### config.mk
export PLATFORM = sky130hd
export DESIGN_NAME = pattern_gen_multi
export DESIGN_NICKNAME = d
export VERILOG_FILES = /design/src/rtl/pattern_gen_multi.sv
export SDC_FILE = /design/constraint.sdc
export NUM_CORES = 1
export LEC_CHECK = 0
export BUFFER_PORTS_ARGS = -buffer_cell sky130_fd_sc_hd__buf_2
export CORE_MARGIN = 2
export CORE_UTILIZATION = 49
export DETAILED_ROUTE_END_ITERATION = 8
export HOLD_SLACK_MARGIN = 0.06
export PLACE_DENSITY = 0.77
export SYNTH_ARGS = -nofsm -noshare
export SYNTH_HDL_FRONTEND = slang
export SYNTH_SLANG_ARGS = --single-unit
### constraint.sdc
create_clock -name clk -period 2.31 [get_ports clk]
set_clock_uncertainty 0.15 [all_clocks]
set_input_delay 0.231 -clock clk [delete_from_list [all_inputs] [get_ports clk]]
set_output_delay 0.231 -clock clk [all_outputs]
set_load 0.1 [all_outputs]
### src/rtl/pattern_gen_multi.sv
// Multi-channel probe stimulus: up/down/walking-one/LFSR base pattern with rate prescaler and rotated channel copies.
// Optional PATTERN_GEN_STEP_EN adds a `step` input that forces a single advance.
module pattern_gen_multi #(
  parameter int unsigned       WIDTH      = 8,
  parameter int unsigned       CHANNELS   = 4,
  parameter int unsigned       PRESCALE_W = 16,
  parameter logic [WIDTH-1:0]  LFSR_TAPS  = 8'hB8
) (
  input  logic                      clk,
  input  logic                      rst_n,
  input  logic                      enable,
  input  logic [1:0]                mode,
  input  logic [PRESCALE_W-1:0]     prescale,
  input  logic                      load,
`ifdef PATTERN_GEN_STEP_EN
  input  logic                      step,
`endif
  input  logic [WIDTH-1:0]          seed,
  output logic [CHANNELS*WIDTH-1:0] pattern,
  output logic                      tick,
  output logic                      wrap
);

  typedef enum logic [1:0] {
    MODE_UP   = 2'd0,
    MODE_DOWN = 2'd1,
    MODE_WALK = 2'd2,
    MODE_LFSR = 2'd3
  } mode_t;

  localparam logic [WIDTH-1:0] ONE = WIDTH'(1);

  mode_t                 mode_sel;
  logic [WIDTH-1:0]      base;
  logic [WIDTH-1:0]      ref_val;
  logic [WIDTH-1:0]      next_base;
  logic                  next_wrap;
  logic [PRESCALE_W-1:0] count;
  logic [2*WIDTH-1:0]    dbl;

  assign mode_sel = mode_t'(mode);

  always_comb begin
    next_base = base;
    next_wrap = 1'b0;
    case (mode_sel)
      MODE_UP: begin
        next_base = base + ONE;
        next_wrap = (base == '1);
      end
      MODE_DOWN: begin
        next_base = base - ONE;
        next_wrap = (base == '0);
      end
      MODE_WALK: begin
        if (base == '0) begin
          next_base = ONE;
        end else begin
          next_base = {base[WIDTH-2:0], base[WIDTH-1]};
          next_wrap = base[WIDTH-1];
        end
      end
      MODE_LFSR: begin
        if (base == '0) next_base = ONE;
        else            next_base = (base >> 1) ^ (base[0] ? LFSR_TAPS : '0);
        next_wrap = (next_base == ref_val);
      end
      default: ;
    endcase
  end

  always_ff @(posedge clk or negedge rst_n) begin
    if (!rst_n) begin
      base    <= '0;
      ref_val <= ONE;
      count   <= '0;
      tick    <= 1'b0;
      wrap    <= 1'b0;
    end else if (load) begin
      base    <= seed;
      ref_val <= seed;
      count   <= '0;
      tick    <= 1'b0;
      wrap    <= 1'b0;
`ifdef PATTERN_GEN_STEP_EN
    end else if (step) begin
      base  <= next_base;
      count <= '0;
      tick  <= 1'b1;
      wrap  <= next_wrap;
`endif
    end else if (enable) begin
      if (count == prescale) begin
        count <= '0;
        base  <= next_base;
        tick  <= 1'b1;
        wrap  <= next_wrap;
      end else begin
        count <= count + PRESCALE_W'(1);
        tick  <= 1'b0;
        wrap  <= 1'b0;
      end
    end else begin
      tick <= 1'b0;
      wrap <= 1'b0;
    end
  end

  // Channel k is base rotated left by k: a WIDTH window into {base,base}.
  always_comb begin
    dbl     = {base, base};
    pattern = '0;
    for (int unsigned k = 0; k < CHANNELS; k++) begin
      pattern[k*WIDTH +: WIDTH] = dbl[(WIDTH-k) +: WIDTH];
    end
  end

endmodule

==> impl_metrics.json, run 1 <==
{
  "setup_tns_ns": 0,
  "muxShareOfSynthArea_pct": 4.06,
  "synth_area_leader_cell": "dfrtp_1",
  "postLayoutCoreUtil_pct": 62.4,
  "instances_no_fill": 424,
  "ys_warn_count": 0,
  "vias": 2313,
  "worstPathRequired_ns": 2.35,
  "overflow": 0,
  "hold_path.class": "input port to flip-flop",
  "rows": 26,
  "power.leakage_nw": 1.47,
  "syn_nets": 331,
  "clk_pin_slew_ns": 0.08,
  "synth_edf_count": 0,
  "relSlewSlack_pct": 48.4,
  "grt_pass1_vias": 2197,
  "die_area_mm2": 0.00588,
  "gp_congestion": 0.902,
  "synth_adder_area_share_pct": 4.16,
  "end_kind": "flip-flop",
  "cpMaxStageDelayCell": "dfrtp_4",
  "coreArea_mm2": 0.00511,
  "drtAntennaViolNets": 0,
  "antenna_found_initial": 0,
  "cts_root_buf": "clkbuf_8",
  "cp-startpoint": "base[4]",
  "ys.flop_type": "dfrtp_1",
  "power_density_mw_per_mm2": 659,
  "ios": 64,
  "wl_met3_um": 343,
  "whs_ns": 0.0726,
  "final_layout_size_suffix_gt1_share_pct": 33.6,
  "syn_area_mm2": 0.00259,
  "drt_wl_total_um": 6420,
  "grtUsageTotal_pct": 22.3,
  "min-delay-start": "seed[1]",
  "rsz0062_at_grt": "yes",
  "status": "finished clean",
  "worst_slew_pin_slew_ns": 0.775,
  "cts_tree": "yes",
  "cap_violations": 0,
  "ir_worst_vdd_uv": 328,
  "cts_sinks": 34,
  "avgViaCountPerCell": 5.46,
  "place_inst": 408,
  "hold_viol": 0,
  "grt_pass1_wl_um": 10500,
  "multi_input_area_mm2": 0.00152,
  "die_w_um": 76.7,
  "cp_data_arrival_time_ns": 2.31,
  "startpoint_type": "flip-flop",
  "period_needed_ns": 2.27,
  "syn_inst": 293,
  "synth_area_leaders": "dfrtp_1 32%, xor2_1 9.5%, buf_4 7.3%",
  "chipHeight_um": 76.7,
  "postCtsSetupRepairBufs": 0,
  "wl_met1_um": 2730,
  "worstPathMaxFanout": 2,
  "area_growth_pct": 23.3,
  "io_buffer_count": 63,
  "avgRoutedWirePerCell_um": 15.1,
  "path_cells": "ha_4 -> or4_1 -> a21o_1 -> and3_1 -> o311a_1 -> o31a_1",
  "yosysMostFrequentCell": "dfrtp_1",
  "start_util_pct": 50.6,
  "yosys.area_share.simple_pct": 18.3,
  "seqCellArea_um2": 876,
  "numCtsBuffers": 5,
  "drv_slew": 0,
  "finalSetupViolations": 0,
  "drtIter0Drc": 140,
  "ys_async_sr_fraction_pct": 100,
  "wl_met2_um": 3300,
  "synth-compound-area-share_pct": 15.2,
  "layout.nets": 391,
  "synth_top_cells_by_count": "33 x dfrtp_1, 28 x xor2_1, 27 x nor2_1, 25 x buf_4, 16 x nand2_1",
  "cpPeakStageDelay_ns": 0.50,
  "ys_seq_area_share_pct": 32.9,
  "clock_path_buffers": 2,
  "grt_max_degree": 35,
  "r2r-start": "base[4]",
  "synth.avg_cell_area_um2": 8.83,
  "period_share_pct": 98.1,
  "synth.top_cell.area_share_pct": 31.9,
  "first_pass_iters": 4,
  "synth_top_family_by_area": "simple AND/OR/NAND/NOR gates",
  "crit_type": "flip-flop to flip-flop",
  "fmax_mhz": 441,
  "synthXorXnorAreaFrac_pct": 14.2,
  "post_synth_num_cell_types": 54,
  "cts_htree_levels": 2,
  "highest_layer": "met4",
  "ys_seq_elements": 34,
  "clk_latency_ns": 0.30,
  "drc": 0,
  "diodes": 0,
  "dpl.hpwl_um": 4740,
  "n_fill_cell": 441
}
flip-flops by register name, summed over array words and instances (netlist names):
name,flops
ref_val,8
tick,1
wrap,1
base,8
count,16
layer usage:
layer  GRT usage, %  vias to the layer above
met2           39.6                       70
met1           27.6                     1109
met4           5.27                        0
met5              0                        -
met3           4.94                        7
li1               -                     1127
worst max-delay path: cells and delay by family, from the launching register on:
kind	cells	cell delay, ns
DFF	1	0.50
AOI/OAI and AO/OA	3	0.68
adders and majority gates	1	0.16
and+or+nand+nor	2	0.66
power breakdown:
part / internal, W / switching, W
clock: 0.000301 / 0.000231
sequential: 0.000634 / 0.0000330
combinational: 0.000235 / 0.000666
stage by stage:
step,cell area [um2],setup WS (ns),total power [W]
after floorplan,2680,-0.105,0.00143
after global placement,2980,-0.0470,0.00155
after detailed placement,2980,-0.0793,0.00156
after CTS,3180,0.0231,0.00211
after global routing,3190,-0.00974,0.00219
final,3190,0.0442,0.00210
path summary, 6_finish.rpt:
kind	endpoint	slack [ns]	depth (start not counted)
worst max-delay path	base[7]	0.04	6
worst min register to register	ref_val[0]	0.33	2
worst min-delay path	ref_val[1]	0.07	3
max in group asynchronous	base[6]	1.04	2
min in group asynchronous	ref_val[4]	0.38	2
worst max register to register	base[7]	0.04	6
kinds of logic (layout without fill, tap and decap cells):
kind of cell,Yosys count,count (layout)
and+or+nand+nor,90,90
adders and majority gates,8,8
muxes,10,10
buffers and inverters,50,111
AOI/OAI and AO/OA,59,59
xor gates and xnor gates,42,42
DFF,34,34
layout by cell type, fill, tap and decap left out, types with 11 or more instances in the layout:
cell     instances
o21ai_0         11
xnor2_1         14
xor2_1          28
a21oi_1         14
nor2_1          27
buf_4           20
nand2_1         15
dfrtp_1         26
buf_2           63
cell type report:
type,instances,share of cell area [%]
Sequential cell,34,27.5
Inverter,12,1.49
Multi-Input combinational cell,209,47.7
Tap cell,70,2.75
Timing Repair Buffer,91,17.1
Clock buffer,8,3.45
what timing repair did:
item | 4_1_cts | 5_1_grt
resized for setup | 1 | 3
pin swaps | 0 | 1
hold buffers | 8 | 0
setup endpoints to repair | 1 | 18
endpoints found under the hold margin | 43 | 0
Note: power is estimated with default switching activity, not from simulation.
==> inputs of run 2 (changes only) <==
==> constraint.sdc (replaced) <==
create_clock -name clk -period 2 [get_ports clk]
set_clock_uncertainty 0.15 [all_clocks]
set_input_delay 0.2 -clock clk [delete_from_list [all_inputs] [get_ports clk]]
set_output_delay 0.2 -clock clk [all_outputs]
set_load 0.1 [all_outputs]
==> run 2 against run 1 <==
Effect of this change:
- the run now ends with negative setup slack left
- global-route usage rose by 4.8 points
- hold slack improved by 0.030 ns
- clock-buffer cell count fell by 3
- critical path type unchanged
- critical endpoint is now base[6]
- largest cell class unchanged
- largest power group unchanged
==> impl_metrics.json, run 2 (same netlist as run 1, synthesis figures left out) <==
{
  "violations": "negative setup slack",
  "worstPathRequired_ns": 2.02,
  "gr-usage-met1_pct": 33.0,
  "overflow": 0,
  "relSlewSlack_pct": 58.1,
  "final_layout_size_suffix_gt1_share_pct": 50.5,
  "drv_slew": 0,
  "startpoint_type": "flip-flop",
  "ios": 64,
  "chipHeight_um": 76.7,
  "start_util_pct": 50.6,
  "max_flop_register": "count",
  "dpl.hpwl_um": 5420,
  "intPower_w": 0.00148,
  "worstPathMaxFanout": 3,
  "largest_reg_flops": 16,
  "coreArea_mm2": 0.00511,
  "r2r_slack_ns": -0.38,
  "avgRoutedWirePerCell_um": 18.8,
  "layout_common_cells": "63 x buf_2, 57 x buf_4, 28 x xor2_1, 25 x dfrtp_1, 15 x nand2_1",
  "final_common_cell": "buf_2",
  "die_area_mm2": 0.00588,
  "drt_wl_total_um": 8970,
  "drc": 0,
  "grtUsageMet2_pct": 47.1,
  "area_growth_pct": 51.2,
  "gp_congestion": 0.855,
  "numCtsBuffers": 5,
  "seqPwrFrac_pct": 29.2,
  "power_density_mw_per_mm2": 684,
  "die_w_um": 76.7,
  "finalPower_w": 0.00267,
  "antenna_found_initial": 0,
  "rows": 26,
  "p_comb_share_pct": 46.0,
  "period_share_pct": 119,
  "layout.nets": 443,
  "grtUsageTotal_pct": 27.1,
  "grt_pass1_wl_um": 12600,
  "crit_type": "flip-flop to flip-flop",
  "r2r-start": "base[4]",
  "grt_max_degree": 25,
  "reg2reg_depth": 8,
  "drtIter0Drc": 220,
  "cts_tree": "yes",
  "hold_path.class": "input port to flip-flop",
  "clock_path_buffers": 2,
  "cts_sinks": 34,
  "diodes": 0,
  "avgViaCountPerCell": 5.81,
  "busiest_layer": "met2",
  "fmax_mhz": 420,
  "top_regs": "count: 16 flops, base: 8 flops, ref_val: 8 flops",
  "drtAntennaViolNets": 0,
  "clk_latency_ns": 0.30,
  "cap_violations": 0,
  "p_sw_share_pct": 44.6,
  "period_needed_ns": 2.38,
  "worst_slack_ns": -0.379,
  "hold_viol": 0,
  "rsz0062_at_grt": "yes",
  "cp-startpoint": "base[4]",
  "worst_slew_pin_slew_ns": 0.628,
  "power.leakage_nw": 1.75,
  "io_buffer_count": 63,
  "cts_root_buf": "clkbuf_8",
  "gr-usage-met3_pct": 4.12,
  "status": "finished, violations left",
  "finalSetupViolations": 26,
  "cts_htree_levels": 2,
  "end_kind": "flip-flop",
  "vias": 2767,
  "setup_tns_ns": -4.90,
  "ir_worst_vdd_uv": 469,
  "clockPowerShare_pct": 24.7,
  "reg2reg_to": "base[6]",
  "clk_pin_slew_ns": 0.08,
  "switchingPower_w": 0.00119,
  "crit_end": "base[6]",
  "first_pass_iters": 6,
  "cp_data_arrival_time_ns": 2.40,
  "grt_pass1_vias": 2589
}
## run 2: cell count changes in the layout (fill, tap and decap cells not counted), moves of 3 or more
cell      change
clkbuf_8      -3
ha_1          -3
nor2_4       +13
buf_4        +37
nor2_1       -14
buf_6        +12
## run 2: layer usage
| layer | part of all wire [%] | wire length [um] |
|---|---|---|
| met5 | 0 | 0 |
| met4 | 4.3 | 386 |
| met3 | 6.6 | 593 |
| met2 | 52 | 4660 |
| met1 | 37 | 3320 |
## run 2: final cells by class
cell class,instances,area [um2]
clock buffers,5,68.8
clock inverters,3,45.0
fillers,330,1200
inverters,12,55.1
multi-input cells,209,1760
flip-flops and latches,34,882
well taps,70,87.6
repair buffers,143,1010
## run 2: through the flow
step                hold slack, ns  utilization [%]  setup WS [ns]  area (um2)  std cells
global placement            0.0770             64.6         -0.267        3300        445
finish                       0.103             76.6         -0.379        3910        476
floorplan                   -0.246                -         -0.415        2720        293
global route                 0.122             76.6         -0.442        3910        476
detailed placement          0.0766             64.6         -0.308        3300        445
CTS                          0.109             71.5         -0.253        3650        470
## run 2: worst min-delay path by stage
stage	startpoint	end	slack, ns	depth (start not counted)
CTS	seed[5]	ref_val[5]	0.11	3
global route	seed[5]	ref_val[5]	0.12	3
global placement	rst_n	ref_val[3]	0.08	1
finish	seed[5]	ref_val[5]	0.10	3
floorplan	rst_n	count[0]	-0.25	0
detailed placement	rst_n	ref_val[3]	0.08	1
## run 2: power by group through the flow
stage	combinational [W]	clock, W	sequential [W]
floorplan	0.000757	0	0.000913
global placement	0.00107	0	0.000787
detailed placement	0.00108	0	0.000790
CTS	0.00114	0.000667	0.000777
global route	0.00128	0.000691	0.000785
finish	0.00123	0.000661	0.000781
## run 2: critical path, cell delays in order, from the launching register on
cell and delay, ns:
dfrtp_4 0.50, ha_4 0.17, buf_4 0.13, buf_6 0.10, buf_6 0.11, or4b_4 0.48, mux2i_2 0.20, a211oi_1 0.11
a211oi_1 0.30
## run 2: timing repair
action,4_1_cts,5_1_grt
gates resized for setup,21,53
endpoints found under the setup margin,24,25
hold endpoints to repair,34,0
setup buffers,7,6
cloned,1,0
pin swaps,12,26
hold buffers,9,0
